<file path="src/rtl/seq_gen_moore_pkg.sv">
// Shared types for the serial pattern generator.
// State encodings and the default demo pattern.
package seq_gen_moore_pkg;

  typedef enum logic [1:0] {
    S_IDLE  = 2'b00,
    S_SHIFT = 2'b01,
    S_GAP   = 2'b10,
    S_DONE  = 2'b11
  } state_t;

  localparam logic [3:0] PAT_DEF = 4'b1011;

endpackage

</file>
<file path="src/rtl/seq_gen_shreg.sv">
// Loadable left-shift register; load wins over shift.
// The MSB is the bit currently on the wire.
module seq_gen_shreg #(
  parameter int PAT_W = 4
) (
  input  logic             clk,
  input  logic             rst,
  input  logic             load,
  input  logic             shift,
  input  logic [PAT_W-1:0] d,
  output logic             msb
);

  logic [PAT_W-1:0] q;

  always_ff @(posedge clk) begin
    if (rst) begin
      q <= '0;
    end else if (load) begin
      q <= d;
    end else if (shift) begin
      q <= {q[PAT_W-2:0], 1'b0};
    end
  end

  assign msb = q[PAT_W-1];

endmodule

</file>
<file path="src/rtl/seq_gen_moore.sv">
// Moore serial pattern generator: sends a captured pattern
// MSB-first, repeated i_rpt+1 times with i_gap idle cycles between.
module seq_gen_moore
  import seq_gen_moore_pkg::*;
#(
  parameter int PAT_W = 4,
  parameter int CNT_W = 4,
  parameter int GAP_W = 3
) (
  input  logic             i_clk,
  input  logic             i_rst,
  input  logic             i_start,
  input  logic [PAT_W-1:0] i_pat,
  input  logic [CNT_W-1:0] i_rpt,
  input  logic [GAP_W-1:0] i_gap,
  output logic             o_seq,
  output logic             o_bit_vld,
  output logic             o_busy,
  output logic             o_done
);

  localparam int BW = $clog2(PAT_W);
  localparam logic [BW-1:0] BIT_LAST = BW'(PAT_W - 1);

  state_t           state_q, state_d;
  logic [PAT_W-1:0] pat_q, pat_d;
  logic [CNT_W-1:0] rpt_q, rpt_d;
  logic [GAP_W-1:0] gap_len_q, gap_len_d;
  logic [GAP_W-1:0] gap_cnt_q, gap_cnt_d;
  logic [BW-1:0]    bit_q, bit_d;
  logic             load, shift, msb;
  logic [PAT_W-1:0] load_val;

  always_ff @(posedge i_clk) begin
    if (i_rst) begin
      state_q   <= S_IDLE;
      pat_q     <= '0;
      rpt_q     <= '0;
      gap_len_q <= '0;
      gap_cnt_q <= '0;
      bit_q     <= '0;
    end else begin
      state_q   <= state_d;
      pat_q     <= pat_d;
      rpt_q     <= rpt_d;
      gap_len_q <= gap_len_d;
      gap_cnt_q <= gap_cnt_d;
      bit_q     <= bit_d;
    end
  end

  always_comb begin
    state_d   = state_q;
    pat_d     = pat_q;
    rpt_d     = rpt_q;
    gap_len_d = gap_len_q;
    gap_cnt_d = gap_cnt_q;
    bit_d     = bit_q;
    load      = 1'b0;
    shift     = 1'b0;
    unique case (state_q)
      S_IDLE: begin
        if (i_start) begin
          load      = 1'b1;
          pat_d     = i_pat;
          rpt_d     = i_rpt;
          gap_len_d = i_gap;
          bit_d     = BIT_LAST;
          state_d   = S_SHIFT;
        end
      end
      S_SHIFT: begin
        shift = 1'b1;
        bit_d = bit_q - 1'b1;
        if (bit_q == '0) begin
          if (rpt_q == '0) begin
            state_d = S_DONE;
          end else if (gap_len_q == '0) begin
            // back-to-back reload, no bubble
            load  = 1'b1;
            rpt_d = rpt_q - 1'b1;
            bit_d = BIT_LAST;
          end else begin
            state_d   = S_GAP;
            gap_cnt_d = gap_len_q - 1'b1;
            rpt_d     = rpt_q - 1'b1;
          end
        end
      end
      S_GAP: begin
        if (gap_cnt_q == '0) begin
          load    = 1'b1;
          bit_d   = BIT_LAST;
          state_d = S_SHIFT;
        end else begin
          gap_cnt_d = gap_cnt_q - 1'b1;
        end
      end
      S_DONE: begin
        state_d = S_IDLE;
      end
      default: begin
        state_d = S_IDLE;
      end
    endcase
  end

  assign load_val = (state_q == S_IDLE) ? i_pat : pat_q;

  seq_gen_shreg #(
    .PAT_W(PAT_W)
  ) u_shreg (
    .clk  (i_clk),
    .rst  (i_rst),
    .load (load),
    .shift(shift),
    .d    (load_val),
    .msb  (msb)
  );

  assign o_seq     = (state_q == S_SHIFT) & msb;
  assign o_bit_vld = (state_q == S_SHIFT);
  assign o_busy    = (state_q != S_IDLE);
  assign o_done    = (state_q == S_DONE);

endmodule
</file>
<file path="config.mk">
export PLATFORM = sky130hd
export DESIGN_NAME = seq_gen_moore
export DESIGN_NICKNAME = d
export VERILOG_FILES = /design/src/rtl/seq_gen_moore_pkg.sv /design/src/rtl/seq_gen_shreg.sv /design/src/rtl/seq_gen_moore.sv
export SDC_FILE = /design/constraint.sdc
export NUM_CORES = 1
export LEC_CHECK = 0
export ABC_CLOCK_PERIOD_IN_PS = 2400
export CAP_MARGIN = 15
export CORE_MARGIN = 2
export CORE_UTILIZATION = 53
export DETAILED_ROUTE_END_ITERATION = 12
export GPL_TIMING_DRIVEN = 0
export PLACE_DENSITY = 0.81
export SKIP_CTS_REPAIR_TIMING = 1
export SLEW_MARGIN = 20
export SYNTH_ARGS = -nofsm -noshare
export SYNTH_HDL_FRONTEND = slang
export SYNTH_HIERARCHICAL = 1
export SYNTH_SLANG_ARGS = --single-unit
</file>
<file path="constraint.sdc">
create_clock -name i_clk -period 2.4 [get_ports i_clk]
set_input_delay 0.6 -clock i_clk [delete_from_list [all_inputs] [get_ports i_clk]]
set_output_delay 0.6 -clock i_clk [all_outputs]
set_load 0.03 [all_outputs]
</file>
==> reports/metrics.yaml, run 1 <==
outcome: "completed"
synth_top_flop_cell: "dfxtp_1"
cp_cell_sequence: "buf_4 -> nor2_4 -> inv_1 -> clkdlybuf4s50_1"
hold_viol: 0
clk_pin_slew_ps: 120
drv_slew: 0
pre_cts_ws_ps: 71.3
worstPathArrival_ps: 1690
gp_congestion: 0.766
drive_gt1_frac: 0.120
area_delta_synth_final_pct: 21.5
port_buffers: 17
synth_commonest_cells: "dfxtp_1, nand2_1, a21oi_1, mux2i_1"
p_per_area_nw_per_um2: 691
power.total_w: 0.00106
dieHeight_um: 52.9
timing.final.ws_setup_ps: 111
final_antenna_net_count: 0
async_flop_share: 0
coreArea_um2: 2230
cpPeakStageDelay_ps: 590
synthDistinctLibCells: 38
synth_area_leaders: "dfxtp_1, mux2i_1, nand2_1"
dpl_cell_area_um2: 1470
clock_latency_ps: 320
fmax_mhz: 437
yosysSeqAreaShare: 0.347
hp-class: "reg2reg"
htreeDepth: 1
peakVddDrop_mv: 0.460
ys_warn_count: 6
cpLargestDelayFamily: "buffers and inverters"
rows: 17
synth_top_area_cell: "dfxtp_1"
die-area_um2: 2800
finalSetupViolations: 0
period_minus_slack_ps: 2290
max-clock-path-buffers: 2
end_kind: "primary output"
syn_area_um2: 1270
final_util: 0.690
slew_headroom: 0.601
wire_per_inst_um: 14.2
root_buffer: "clkbuf_4"
startpoint_type: "flip-flop"
ys_seq_elements: 22
post-route-drc-count: 0
fin_skew_ps: 1.55
vias: 1107
synth-edff-count: 0
via_per_inst: 5.68
dieWidth_um: 52.9
cts_buffers: 3
wl_um: 2760
ios: 18
crit_type: "reg2out"
post-route-period-util: 0.954
grt_max_degree: 14
antenna_found_initial: 0
grt_pass1_wl_um: 4810
netlist.area_leader.share: 0.347
grt_remaining_overflow: 0
leakage_nw: 0.647
cap_violations: 0
synthCells: 146
tightest_slew_ps: 593
tritoncts: "built"
yosysMostFrequentCell: "dfxtp_1"
syn_area_per_cell_um2: 8.68
synth.net_count: 164
dr.pass1.iters: 4
worst-path-buf-inv: 3
nets: 186
crit_required_ps: 1800
drt_iter0_drc: 18
cts.sinks: 22
finalSetupTns_ps: 0
grt_pass1_vias: 1092
cp_slowest_cell: "clkdlybuf4s50_1"
final_area_um2: 1540
path_max_fanout: 10
start_util: 0.568
diodes: 0
grt_use_total: 0.238
rsz0062_at_grt: "no"
dp_hpwl_um: 2110
[worst reg2reg max path, cell delays in order (launching register included)]
cell	delay, ps
dfxtp_1	360
inv_1	100
ha_1	220
or3b_1	450
nand2_1	120
o21ai_0	200
or3b_1	440
a21oi_1	160
[cells in the final DEF, fill, tap and decap left out, drive strengths merged, types with 3 or more instances in the layout]
cell	instances
dfxtp	22
nand2	19
clkdlybuf4s50	14
a21oi	11
mux2i	10
nor2	10
nor2b	9
inv	8
clkbuf	7
a211oi	6
o21ai	5
mux2	4
ha	4
and2	3
o31ai	3
dlymetal6s2s	3
buf	3
[power by group]
group	internal, W	leakage, nW	switching [W]
clock network	0.000169	0.0279	0.000120
logic	0.000153	0.439	0.000184
registers	0.000406	0.181	0.0000329
total	0.000728	0.647	0.000337
[through the flow]
step,cells,hold WS (ps)
after floorplan,146,434
after CTS,195,474
after detailed placement,191,454
after global routing,195,500
after global placement,191,440
final,195,473
[metal layers]
| layer | wire length (um) | track usage |
|---|---|---|
| met5 | 0 | 0 |
| met1 | 1250 | 0.274 |
| met4 | 22 | 0.0513 |
| met2 | 1420 | 0.440 |
| met3 | 73 | 0.0593 |
[cells by family after synthesis]
group / synth area share
flops: 0.347
mux: 0.115
fa+ha+maj: 0.0395
buf+inv: 0.0503
simple gates: 0.252
compound gates: 0.196
[flip-flops by register name, indices dropped and copies added (netlist names)]
register	cells
gap_len_q	3
gap_cnt_q	3
bit_q	2
pat_q	4
state_q	2
rpt_q	4
u_shreg/q	4
[worst paths after layout]
path	startpoint	endpoint	slack, ps	depth (start not counted)
max	state_q[0]	o_busy	110	4
min	pat_q[1]	pat_q[1]	470	2
max reg2reg	rpt_q[0]	u_shreg/q[0]	290	7
min reg2reg	pat_q[1]	pat_q[1]	470	2
[area by class of cell]
type / count / area (um2)
Clock buffer: 3 / 22.5
Buffer: 7 / 36.3
Tap cell: 28 / 35.0
Clock inverter: 1 / 30.0
Fill cell: 197 / 693
Multi-Input combinational cell: 109 / 768
Inverter: 8 / 30.0
Sequential cell: 22 / 440
Timing Repair Buffer: 17 / 178
No activity file was read; power rests on OpenSTA's default activity.
==> run 2: changes to the inputs <==
--- a/config.mk
+++ b/config.mk
@@ -5,6 +5,7 @@
 export SDC_FILE = /design/constraint.sdc
 export NUM_CORES = 1
 export LEC_CHECK = 0
+export ABC_AREA = 0
 export ABC_CLOCK_PERIOD_IN_PS = 2400
 export CAP_MARGIN = 15
 export CORE_MARGIN = 2
==> results of run 2 <==
No change in the layout: final DEF, timing and power equal those of run 1.
==> run 3: changes to the inputs <==
--- a/config.mk
+++ b/config.mk
@@ -6,8 +6,9 @@
 export NUM_CORES = 1
 export LEC_CHECK = 0
 export ABC_AREA = 0
-export ABC_CLOCK_PERIOD_IN_PS = 2400
+export ABC_CLOCK_PERIOD_IN_PS = 2500
 export CAP_MARGIN = 15
+export CORE_ASPECT_RATIO = 0.75
 export CORE_MARGIN = 2
 export CORE_UTILIZATION = 53
 export DETAILED_ROUTE_END_ITERATION = 12
==> constraint.sdc (replaced) <==
create_clock -name i_clk -period 2.5 [get_ports i_clk]
set_input_delay 0.625 -clock i_clk [delete_from_list [all_inputs] [get_ports i_clk]]
set_output_delay 0.625 -clock i_clk [all_outputs]
set_load 0.03 [all_outputs]
==> run 3 against run 2 <==
Largest cell class unchanged; core utilization shrank 1.7 points; flip-flop and latch count is the same; power shrank 4.5%; critical path type unchanged.
==> reports/metrics.yaml, run 3 (synthesis gave the netlist of run 1 again) <==
reg_top3: "pat_q x4, rpt_q x4, u_shreg/q x4"
dieWidth_um: 60.5  # +14%
p_per_area_nw_per_um2: 660  # -4.5%
gp_congestion: 0.770  # +0.40%
crit_required_ps: 1880  # +80 ps
worstPathArrival_ps: 1790  # +100 ps
clock_latency_ps: 310  # about the same
clk_pin_slew_ps: 130  # about the same
area_delta_synth_final_pct: 21.5  # unchanged
slew_headroom: 0.604  # +0.00288
max-clock-path-buffers: 2  # unchanged
fin_skew_ps: 2.87  # +1.31 ps
cts.sinks: 22  # unchanged
diodes: 0  # unchanged
ff2ff_setup_slack_ps: 420  # +130 ps
drive_gt1_frac: 0.120  # unchanged
dp_hpwl_um: 2090  # -1.3%
port_buffers: 17  # unchanged
hold_viol: 0  # unchanged
rsz0062_at_grt: "no"
grt_remaining_overflow: 0  # unchanged
final_util: 0.673  # -0.0170
die-area_um2: 2800  # +0.15%
hold_slack_ps: 474  # +1.27 ps
drv_slew: 0  # unchanged
path_max_fanout: 10  # unchanged
grt_max_degree: 14  # unchanged
htreeDepth: 1  # unchanged
root_buffer: "clkbuf_4"
post-route-drc-count: 0  # unchanged
dr.pass1.iters: 4  # unchanged
hp-class: "reg2reg"
ios: 18  # unchanged
grt_use_total: 0.235  # -0.00339
grt_pass1_wl_um: 4800  # -0.15%
leakage_nw: 0.646  # -0.26%
via_per_inst: 5.43  # -4.4%
wl_um: 2760  # about the same
cap_violations: 0  # unchanged
placedCellCount: 197  # +3.1%
crit_type: "reg2out"
period_minus_slack_ps: 2420
post-route-period-util: 0.967
end_kind: "primary output"
start_util: 0.554  # -0.0140
power.total_w: 0.00102  # -4.5%
layout_commonest_cell: "dfxtp_1"
nets: 186  # unchanged
drt_iter0_drc: 41  # +23
instances_no_fill: 201  # +3.1%
wire_per_inst_um: 13.7  # -2.9%
tritoncts: "built"
final_antenna_net_count: 0  # unchanged
dieHeight_um: 46.4  # -12%
coreArea_um2: 2290  # +2.5%
cts_buffers: 3  # unchanged
startpoint_type: "flip-flop"
peakVddDrop_mv: 0.381  # -17%
vias: 1091  # -1.4%
grt_pass1_vias: 1035  # -5.2%
rows: 15  # -2
fmax_mhz: 414
final_cell_mix: "dfxtp_1, nand2_1, clkdlybuf4s50_1, a21oi_1, mux2i_1"
antenna_found_initial: 0  # unchanged
outcome: "completed"
finalSetupViolations: 0  # unchanged
tightest_slew_ps: 589  # -4.29 ps
==> run 3: cell types whose count changed in the layout (fill, tap and decap cells not counted) <==
cell      previous run  this run
nor2_2               0         1
clkbuf_4             4         3
buf_2                2         3
nor2_4               1         0
==> run 3: worst max-delay path, cell delays in order, from the launching register on <==
cell	delay, ps
dfxtp_1	340
buf_4	180
nor2_2	280
inv_1	80
clkdlybuf4s50_1	600
==> run 3: final timing paths <==
check | start | depth (start not counted) | end
worst max-delay path | state_q[0] | 4 | o_busy
worst min-delay path | pat_q[2] | 2 | pat_q[2]
worst max register to register | rpt_q[0] | 7 | u_shreg/q[0]
worst min register to register | pat_q[2] | 2 | pat_q[2]
==> run 3: power by group <==
part / leakage, nW / internal [W] / switching (W) / total, W
sequential: 0.181 / 0.000390 / 0.0000313 / 0.000421
clock: 0.0279 / 0.000162 / 0.000116 / 0.000278
combinational: 0.437 / 0.000144 / 0.000173 / 0.000318
total: 0.646 / 0.000696 / 0.000320 / 0.00102
==> run 3: metrics by stage <==
| stage | setup TNS [ps] | worst slack [ps] | cell area (um2) |
|---|---|---|---|
| floorplan | 0 | 712 | 1270 |
| global placement | 0 | 176 | 1480 |
| detailed placement | 0 | 93.5 | 1480 |
| CTS | -60.0 | -60.0 | 1530 |
| global route | 0 | 13.7 | 1540 |
| finish | 0 | 83.1 | 1540 |
==> run 3: routing by layer <==
layer,up-vias,routed length [um],global-route usage
li1,562,-,-
met1,512,1400,0.319
met2,15,1250,0.370
met3,2,93,0.0674
met4,0,22,0.0609
met5,-,0,0
==> run 3: cell type report <==
class                      instances  area (um2)
multi-input combinational        109         763
clock buffer                       3        22.5
fill                             199         749
buffer                             7        33.8
tap                               34        42.5
inverter                           8        30.0
timing repair buffer              17         178
sequential                        22         440
clock inverter                     1        30.0
==> RTL change, RTL diff (settings of run 1) <==
Put a register stage on the outputs `o_seq`, `o_bit_vld`, `o_busy` and `o_done`, cleared by the reset. The values now appear one clock later.
--- a/src/rtl/seq_gen_moore.sv
+++ b/src/rtl/seq_gen_moore.sv
@@ -118,9 +118,18 @@
     .msb  (msb)
   );
 
-  assign o_seq     = (state_q == S_SHIFT) & msb;
-  assign o_bit_vld = (state_q == S_SHIFT);
-  assign o_busy    = (state_q != S_IDLE);
-  assign o_done    = (state_q == S_DONE);
+  always_ff @(posedge i_clk) begin
+    if (i_rst) begin
+      o_seq     <= '0;
+      o_bit_vld <= '0;
+      o_busy    <= '0;
+      o_done    <= '0;
+    end else begin
+      o_seq     <= (state_q == S_SHIFT) & msb;
+      o_bit_vld <= (state_q == S_SHIFT);
+      o_busy    <= (state_q != S_IDLE);
+      o_done    <= (state_q == S_DONE);
+    end
+  end
 
 endmodule
Check against the original RTL: not equivalent (Yosys sat finds a counterexample within 4 cycles, from zero or initial values and one cycle with i_rst high).
==> RTL change against run 1 <==
  * Sequential cell count increased by 4
  * Cell area grew 1.9%
  * Fmax up 4.3%
  * Die area up 3.9%
  * Area after synthesis is 4.2% higher
  * Final cell count fell by 1.5%
  * Clock skew rose by 0.0043 ns
  * Total power grew 21%
  * Routed wire length fell by 1.6%
  * Setup slack better by 0.094 ns
  * Critical path type is now register to register
==> RTL change: results (changes against run 1) <==
<table>
<tr><th>Metric</th><th>Value</th></tr>
<tr><th colspan="2">Drt</th></tr>
<tr><td>Detail-routed via count per cell</td><td>5.740 (+1.1%)</td></tr>
<tr><td>Sum of routed wire segments on met1</td><td>1.145 mm (-8.3%)</td></tr>
<tr><td>Met3 WL post-DR</td><td>104 µm (+42%)</td></tr>
<tr><th colspan="2">Pwr</th></tr>
<tr><td>Comb group</td><td>521 µW (+55%)</td></tr>
<tr><td>Internal power</td><td>820.0 µW (+13%)</td></tr>
<tr><td>Combinational cell fraction of total power</td><td>40.6% (+9.0 points)</td></tr>
<tr><td>Static Leakage</td><td>0.6445 nW (-0.46%)</td></tr>
<tr><td>Worst supply voltage drop on vdd</td><td>541.6 µV (+18%)</td></tr>
<tr><td>Seq pwr</td><td>543 µW (+24%)</td></tr>
<tr><th colspan="2">Yosys</th></tr>
<tr><td>Per-instance average area after synthesis</td><td>9.371 µm² (+7.9%)</td></tr>
<tr><td>Area share of fa/ha/maj cells after synthesis</td><td>3.788% (-0.16 points)</td></tr>
<tr><td>Synth Net Count</td><td>159 (-3.0%)</td></tr>
<tr><td>Synth Area in Compound Gates</td><td>16.57% (-3.1 points)</td></tr>
<tr><td>Number of distinct library cells after synthesis</td><td>34 (-11%)</td></tr>
<tr><th colspan="2">Timing</th></tr>
<tr><td>Least-Margin Pin Slew</td><td>0.6354 ns (+0.04208 ns)</td></tr>
<tr><td>Worst-case clock skew</td><td>0.005897 ns (+0.004343 ns)</td></tr>
<tr><th colspan="2">GRT</th></tr>
<tr><td>M1 GR Usage</td><td>25.13% (-2.3 points)</td></tr>
<tr><td>Number of global-route vias before repair</td><td>1087 (-0.46%)</td></tr>
<tr><td>First-pass GRT wire length</td><td>4.588 mm (-4.6%)</td></tr>
<tr><td>Pin count of the biggest net entering global routing</td><td>15 (+1)</td></tr>
<tr><th colspan="2">Worst setup path</th></tr>
<tr><td>Critical path arrival</td><td>2.46 ns (+0.77 ns)</td></tr>
<tr><td>Gate family responsible for the most delay along the worst path</td><td>simple AND/OR/NAND/NOR gates</td></tr>
<tr><td>Worst stage delay on the critical path</td><td>0.40 ns (-0.19 ns)</td></tr>
<tr><th colspan="2">Place</th></tr>
<tr><td>Weighted congestion at the end of routability-driven global placement</td><td>0.8656 (+13%)</td></tr>
<tr><td>Number of instances in the placed design</td><td>188 (-1.6%)</td></tr>
<tr><th colspan="2">Outcome</th></tr>
<tr><td>Outcome</td><td>completed</td></tr>
<tr><th colspan="2">Final layout</th></tr>
<tr><td>Share of cells above drive strength 1</td><td>11.11% (-0.86 points)</td></tr>
</table>
-- RTL change: changes by cell type in the layout (fill, tap and decap cells not counted), sizes merged, moves of 4 or more --
cell   change
a21oi      -6
mux2i      +5
dfxtp      +4
nand2     -16
nor3       +4
nor2b      -5
nor2      +10
-- RTL change: area by class of cell --
cell class | instances | area, µm²
plain buffers | 6 | 38.79
fillers | 204 | 840.8
flip-flops and latches | 26 | 520.5
multi-input cells | 98 | 720.7
well taps | 30 | 37.54
inverters | 11 | 45.04
clock buffers | 4 | 36.28
repair buffers | 17 | 170.2
-- RTL change: path summary, 6_finish.rpt --
| check | start | endpoint | cells after the start | slack, ns |
|---|---|---|---|---|
| hold reg to reg | u_shreg/q[3] | o_seq | 1 | 0.49 |
| setup / recovery | state_q[0] | u_shreg/q[0] | 7 | 0.20 |
| hold / removal | u_shreg/q[3] | o_seq | 1 | 0.49 |
| setup reg to reg | state_q[0] | u_shreg/q[0] | 7 | 0.20 |
